## src/rtl/core_v_mini_mcu_pkg.sv

```systemverilog
// MCU-level defaults shared by the MCU top and its benches.
package core_v_mini_mcu_pkg;

    localparam int unsigned OBI_SLICE_REQ_DEPTH       = 32'd2;
    localparam int unsigned OBI_SLICE_MAX_OUTSTANDING = 32'd4;

endpackage

```

## src/rtl/obi_pkg.sv

```systemverilog
// OBI request/response bundles shared by the core, the bus and the data slice.
package obi_pkg;

    typedef struct packed {
        logic        req;
        logic        we;
        logic [3:0]  be;
        logic [31:0] addr;
        logic [31:0] wdata;
    } obi_req_t;

    typedef struct packed {
        logic        gnt;
        logic        rvalid;
        logic [31:0] rdata;
    } obi_resp_t;

    // What a buffered request needs to carry; req is implied by occupancy.
    typedef struct packed {
        logic        we;
        logic [3:0]  be;
        logic [31:0] addr;
        logic [31:0] wdata;
    } obi_payload_t;

    function automatic obi_req_t obi_issue(input obi_payload_t p);
        obi_req_t r;
        r.req   = 1'b1;
        r.we    = p.we;
        r.be    = p.be;
        r.addr  = p.addr;
        r.wdata = p.wdata;
        return r;
    endfunction

endpackage

```

## src/rtl/obi_req_fifo.sv

```systemverilog
// Synchronous request FIFO; a push into a full FIFO is accepted when a pop
// happens in the same cycle.
module obi_req_fifo
    import obi_pkg::*;
#(
    parameter int unsigned DEPTH = 32'd2
) (
    input  logic         clk_i,
    input  logic         rst_i,
    input  logic         push_i,
    input  logic         pop_i,
    input  obi_payload_t wdata_i,
    output obi_payload_t head_o,
    output logic         full_o,
    output logic         empty_o
);

    localparam int unsigned PW = (DEPTH > 32'd1) ? $clog2(DEPTH) : 32'd1;
    localparam int unsigned CW = $clog2(DEPTH + 32'd1);

    logic [PW-1:0] r_wr_ptr;
    logic [PW-1:0] r_rd_ptr;
    logic [CW-1:0] r_count;
    obi_payload_t  r_mem [DEPTH];
    logic          w_push;
    logic          w_pop;

    function automatic logic [PW-1:0] ptr_inc(input logic [PW-1:0] p);
        if (p == PW'(DEPTH - 32'd1)) begin
            return '0;
        end else begin
            return p + PW'(1);
        end
    endfunction

    assign full_o  = (r_count == CW'(DEPTH));
    assign empty_o = (r_count == '0);
    assign w_pop   = pop_i && !empty_o;
    assign w_push  = push_i && (!full_o || w_pop);
    assign head_o  = r_mem[r_rd_ptr];

    // Storage; contents are only observed while occupied, so no reset.
    always_ff @(posedge clk_i) begin
        if (w_push) begin
            r_mem[r_wr_ptr] <= wdata_i;
        end
    end

    // Pointers and occupancy.
    always_ff @(posedge clk_i) begin
        if (rst_i) begin
            r_wr_ptr <= '0;
            r_rd_ptr <= '0;
            r_count  <= '0;
        end else begin
            if (w_push) begin
                r_wr_ptr <= ptr_inc(r_wr_ptr);
            end
            if (w_pop) begin
                r_rd_ptr <= ptr_inc(r_rd_ptr);
            end
            case ({w_push, w_pop})
                2'b10:   r_count <= r_count + CW'(1);
                2'b01:   r_count <= r_count - CW'(1);
                default: r_count <= r_count;
            endcase
        end
    end

endmodule

```

## src/rtl/obi_data_slice.sv

```systemverilog
// Registered OBI data slice: buffers requests, caps in-flight transactions
// and registers responses, so no path runs combinationally from bus to core.
module obi_data_slice
    import obi_pkg::*;
    import core_v_mini_mcu_pkg::*;
#(
    parameter int unsigned REQ_DEPTH       = OBI_SLICE_REQ_DEPTH,
    parameter int unsigned MAX_OUTSTANDING = OBI_SLICE_MAX_OUTSTANDING,
    localparam int unsigned CNT_W          = $clog2(MAX_OUTSTANDING + 32'd1)
) (
    input  logic             clk_i,
    input  logic             rst_i,
    input  obi_req_t         core_req_i,
    output obi_resp_t        core_resp_o,
    output obi_req_t         bus_req_o,
    input  obi_resp_t        bus_resp_i,
    output logic [CNT_W-1:0] outstanding_o,
    output logic             stray_rvalid_o
);

    localparam logic [CNT_W-1:0] CNT_MAX = CNT_W'(MAX_OUTSTANDING);

    logic [CNT_W-1:0] r_cnt;
    logic             r_rvalid;
    logic [31:0]      r_rdata;
    logic             r_stray;
    logic             w_fifo_full;
    logic             w_fifo_empty;
    logic             w_core_gnt;
    logic             w_core_hs;
    logic             w_bus_hs;
    logic             w_stray;
    logic             w_rsp_take;
    obi_payload_t     w_push_data;
    obi_payload_t     w_head;

    // Grant depends on registered state only, never on the core's request.
    assign w_core_gnt  = !w_fifo_full && (r_cnt < CNT_MAX);
    assign w_core_hs   = core_req_i.req && w_core_gnt;
    assign w_bus_hs    = !w_fifo_empty && bus_resp_i.gnt;
    assign w_stray     = bus_resp_i.rvalid && (r_cnt == '0) && !r_rvalid;
    assign w_rsp_take  = bus_resp_i.rvalid && !w_stray;
    assign w_push_data = '{we: core_req_i.we, be: core_req_i.be,
                           addr: core_req_i.addr, wdata: core_req_i.wdata};

    obi_req_fifo #(
        .DEPTH (REQ_DEPTH)
    ) u_req_fifo (
        .clk_i   (clk_i),
        .rst_i   (rst_i),
        .push_i  (w_core_hs),
        .pop_i   (w_bus_hs),
        .wdata_i (w_push_data),
        .head_o  (w_head),
        .full_o  (w_fifo_full),
        .empty_o (w_fifo_empty)
    );

    // In-flight counter: +1 per accepted request, -1 per response to the core.
    always_ff @(posedge clk_i) begin
        if (rst_i) begin
            r_cnt <= '0;
        end else begin
            case ({w_core_hs, r_rvalid})
                2'b10:   r_cnt <= r_cnt + CNT_W'(1);
                2'b01:   r_cnt <= r_cnt - CNT_W'(1);
                default: r_cnt <= r_cnt;
            endcase
        end
    end

    // Response register; unexpected responses are dropped and flagged.
    always_ff @(posedge clk_i) begin
        if (rst_i) begin
            r_rvalid <= 1'b0;
            r_rdata  <= 32'h0000_0000;
            r_stray  <= 1'b0;
        end else begin
            r_rvalid <= w_rsp_take;
            r_stray  <= w_stray;
            if (w_rsp_take) begin
                r_rdata <= bus_resp_i.rdata;
            end
        end
    end

    // Output assembly; an idle bus port drives all-zero request fields.
    always_comb begin
        core_resp_o        = '0;
        core_resp_o.gnt    = w_core_gnt;
        core_resp_o.rvalid = r_rvalid;
        core_resp_o.rdata  = r_rdata;
        bus_req_o          = '0;
        if (!w_fifo_empty) begin
            bus_req_o = obi_issue(w_head);
        end else begin
            bus_req_o = '0;
        end
    end

    assign outstanding_o  = r_cnt;
    assign stray_rvalid_o = r_stray;

endmodule

```

## config.mk

```make
export PLATFORM = sky130hd
export DESIGN_NAME = obi_data_slice
export DESIGN_NICKNAME = d
export VERILOG_FILES = /design/src/rtl/core_v_mini_mcu_pkg.sv /design/src/rtl/obi_pkg.sv /design/src/rtl/obi_req_fifo.sv /design/src/rtl/obi_data_slice.sv
export SDC_FILE = /design/constraint.sdc
export NUM_CORES = 1
export LEC_CHECK = 0
export BUFFER_PORTS_ARGS = -buffer_cell sky130_fd_sc_hd__buf_2
export CAP_MARGIN = 20
export CORE_ASPECT_RATIO = 0.5
export CORE_MARGIN = 2
export CORE_UTILIZATION = 53
export CTS_BUF_LIST = sky130_fd_sc_hd__clkbuf_8
export CTS_CLUSTER_SIZE = 12
export DETAILED_ROUTE_END_ITERATION = 10
export PLACE_DENSITY_LB_ADDON = 0.3
export SYNTH_ARGS = -nofsm -noshare
export SYNTH_HDL_FRONTEND = slang
export SYNTH_SLANG_ARGS = --single-unit
export TNS_END_PERCENT = 5
```

## constraint.sdc

```tcl
create_clock -name clk_i -period 5.6 [get_ports clk_i]
set_input_delay 0.28 -clock clk_i [delete_from_list [all_inputs] [get_ports clk_i]]
set_output_delay 0.28 -clock clk_i [all_outputs]
set_load 0.05 [all_outputs]
```

==> out/metrics.yaml <==
floorplan:
  dieArea_sq_um: 13800
  initial_core_util_pct: 53.9
  ios: 214
  core_area_sq_um: 12600
  die-height_um: 84.0
  row_count: 29
  die_w_um: 164
final_layout:
  drive_above_1_share_pct: 37.7
  layout.nets: 802
  fin_util_pct: 66.6
  area_growth_pct: 23.5
global_route:
  overflow: 0
  grt.met1_usage_pct: 22.6
  grt_pass1_wl_um: 20000
  met2_usage_pct: 32.7
  antenna_found_initial: 1
  grtUsageTotal_pct: 18.9
  grt_busiest_layer: "met2"
  grt_pass1_vias: 4180
  grt_max_degree: 71
  use_met3_pct: 5.76
setup_path:
  end_kind: "flip-flop"
  crit_path_start_kind: "flip-flop"
  worstPathArrival_ns: 2.86
  path_class: "flip-flop to flip-flop"
  required_ns: 5.66
  cp_max_fo: 37
power:
  p_total_mw: 4.94
  swShare_pct: 47.1
  power.leakage_nw: 3.36
  clkPwrFrac_pct: 16.1
  peakVddDrop_mv: 0.322
  p_int_mw: 2.61
  p_seq_share_pct: 37.9
  power_density_nw_per_um2: 589
  comb_power_share_pct: 46.0
  p_sw_mw: 2.32
yosys:
  ys_seq_area_share_pct: 73.4
  yosysUniqueCellTypes: 26
  ys_ff_latch: 180
  synth_most_common_cell: "edfxtp_1"
  avgSynthCellArea_sq_um: 14.1
  syn_area_sq_um: 6790
  syn_nets: 590
  synth_top_area_cell: "edfxtp_1"
  synth_ff_type: "edfxtp_1"
  synth-async-reset-ratio_pct: 0
  synth_top_cell_area_share_pct: 61.0
  yosys-top-cells-count: "138 x edfxtp_1, 81 x nor2_1, 70 x mux2i_1, 64 x nand2_1, 42 x dfxtp_1"
  yosys_warnings: 0
  synth_edf_count: 138
  synthCells: 481
  synth.area.top_cells: "edfxtp_1 61%, dfxtp_1 12%, mux2i_1 10%"
status:
  status: "finished, final reports clean"
clock_tree:
  cts_buffer_depth: 2
  clk_pin_slew_ns: 0.10
  clkLatencyLatePin_ns: 0.42
  h-tree-depth: 4
  root_buffer: "clkbuf_8"
  postCtsSetupBuffers: 0
  ctsResizeCount: 0
  clkSinkCount: 180
  cts_tree: "done"
  numCtsBuffers: 17
sta:
  fin_skew_ns: 0.0148
  fin_crit_ns: 2.81
  hold_ws_ns: 0.0431
  rsz0062_at_grt: "no"
  setup_ws_ns: 2.79
  tightest_slew_ns: 0.978
  hold_viol: 0
  setup_viol: 0
  drv_slew: 0
  fin_crit_sh_pct: 50.2
  max_slew_margin_pct: 34.7
  setup-tns-final_ns: 0
  fmaxAchievable_mhz: 356
routing:
  antenna_left: 0
  drc: 0
  drt_first_pass_iters: 4
  viasPerCell: 4.92
  post_drt_wl_per_cell_um: 14.8
  drt_wl_total_um: 13000
  vias: 4317
  dr.first_iter.drc_count: 252
placed_design:
  routabilityCongestion: 0.726
  place_ws_ns: 2.71
  dpl.hpwl_um: 8490
  io_buffers: 213
hold_path:
  hold_class: "input port to flip-flop"
job:
  max_cap_viol_count: 0
[cells in the final DEF (no fill, tap or decap), types with 2 or more instances in the layout]
master,n
a21oi_1,27
a21oi_2,7
buf_2,213
buf_4,5
clkbuf_8,17
clkinv_2,3
clkinv_4,2
clkinvlp_4,4
dfxtp_1,41
edfxtp_1,138
ha_1,2
inv_1,3
inv_6,2
inv_8,4
mux2i_1,70
nand2_1,64
nor2_1,78
nor2_4,3
o21ai_0,3
or3_1,2
xnor2_1,2
xor2_1,3
[flip-flops by register name, summed over array words and instances (netlist names), named ones only]
register             cells
r_rvalid                 1
u_req_fifo.r_count       2
u_req_fifo.r_rd_ptr      1
u_req_fifo.r_wr_ptr      1
stray_rvalid_o           1
outstanding_o            3
u_req_fifo.r_mem       138
r_rdata                 32
[routing by layer]
layer | wire, um | vias to the layer above
met5 | 0 | -
met4 | 146 | 0
met2 | 6520 | 141
met1 | 5410 | 2035
met3 | 877 | 10
li1 | - | 2131
[final timing paths]
check,from,to,slack [ns],cells after the start
max reg2reg,u_req_fifo.r_count[0],u_req_fifo.r_mem[1][24],2.79,4
min,core_req_i[60],u_req_fifo.r_mem[0][60],0.04,1
min reg2reg,r_rdata[2],r_rdata[2],0.45,2
max,u_req_fifo.r_count[0],u_req_fifo.r_mem[1][24],2.79,4
[repair_timing]
action / in CTS / in global routing
endpoints found under the hold margin: 0 / 1
endpoints found under the setup margin: 0 / 0
hold buffers: 0 / 1
[worst max-delay path: stages (launching register included)]
cell and delay (ns):
dfxtp_1 0.46, nor2b_1 0.11, or3b_1 0.49, nor2_4 0.78, buf_4 0.58
[power groups by stage]
stage,logic (mW),registers [mW],clock network (mW)
floorplan,1.61,2.09,0
global route,2.41,1.90,0.870
finish,2.27,1.87,0.794
global placement,2.25,1.89,0
detailed placement,2.28,1.90,0
CTS,2.28,1.88,0.818
[layout make-up]
class / count / area [sq um]
flip-flops and latches: 180 / 4990
diodes: 1 / 2.50
multi-input cells: 270 / 1670
clock buffers: 17 / 234
clock inverters: 15 / 125
repair buffers: 221 / 1140
fillers: 917 / 4200
well taps: 170 / 213
inverters: 3 / 11.3
[logic make-up (layout without fill, tap and decap cells)]
| group | count (synthesis) | after routing | share of synthesized area, % |
|---|---|---|---|
| AO/OA/AOI/OAI | 39 | 39 | 3.68 |
| XOR/XNOR | 5 | 5 | 0.645 |
| adder cells (fa/ha/maj) | 3 | 3 | 0.663 |
| buffers and inverters | 31 | 256 | 2.36 |
| flip-flops | 180 | 180 | 73.4 |
| multiplexers | 71 | 71 | 10.5 |
| other | 0 | 1 | 0 |
| AND/OR/NAND/NOR | 152 | 152 | 8.77 |
[per-stage QoR]
step	instance area (sq um)	cells
after floorplan	6790	481
after global placement	7990	841
after detailed placement	8000	842
after CTS	8360	874
after global routing	8390	876
final	8390	877
No activity file was read; power rests on OpenSTA's default activity.
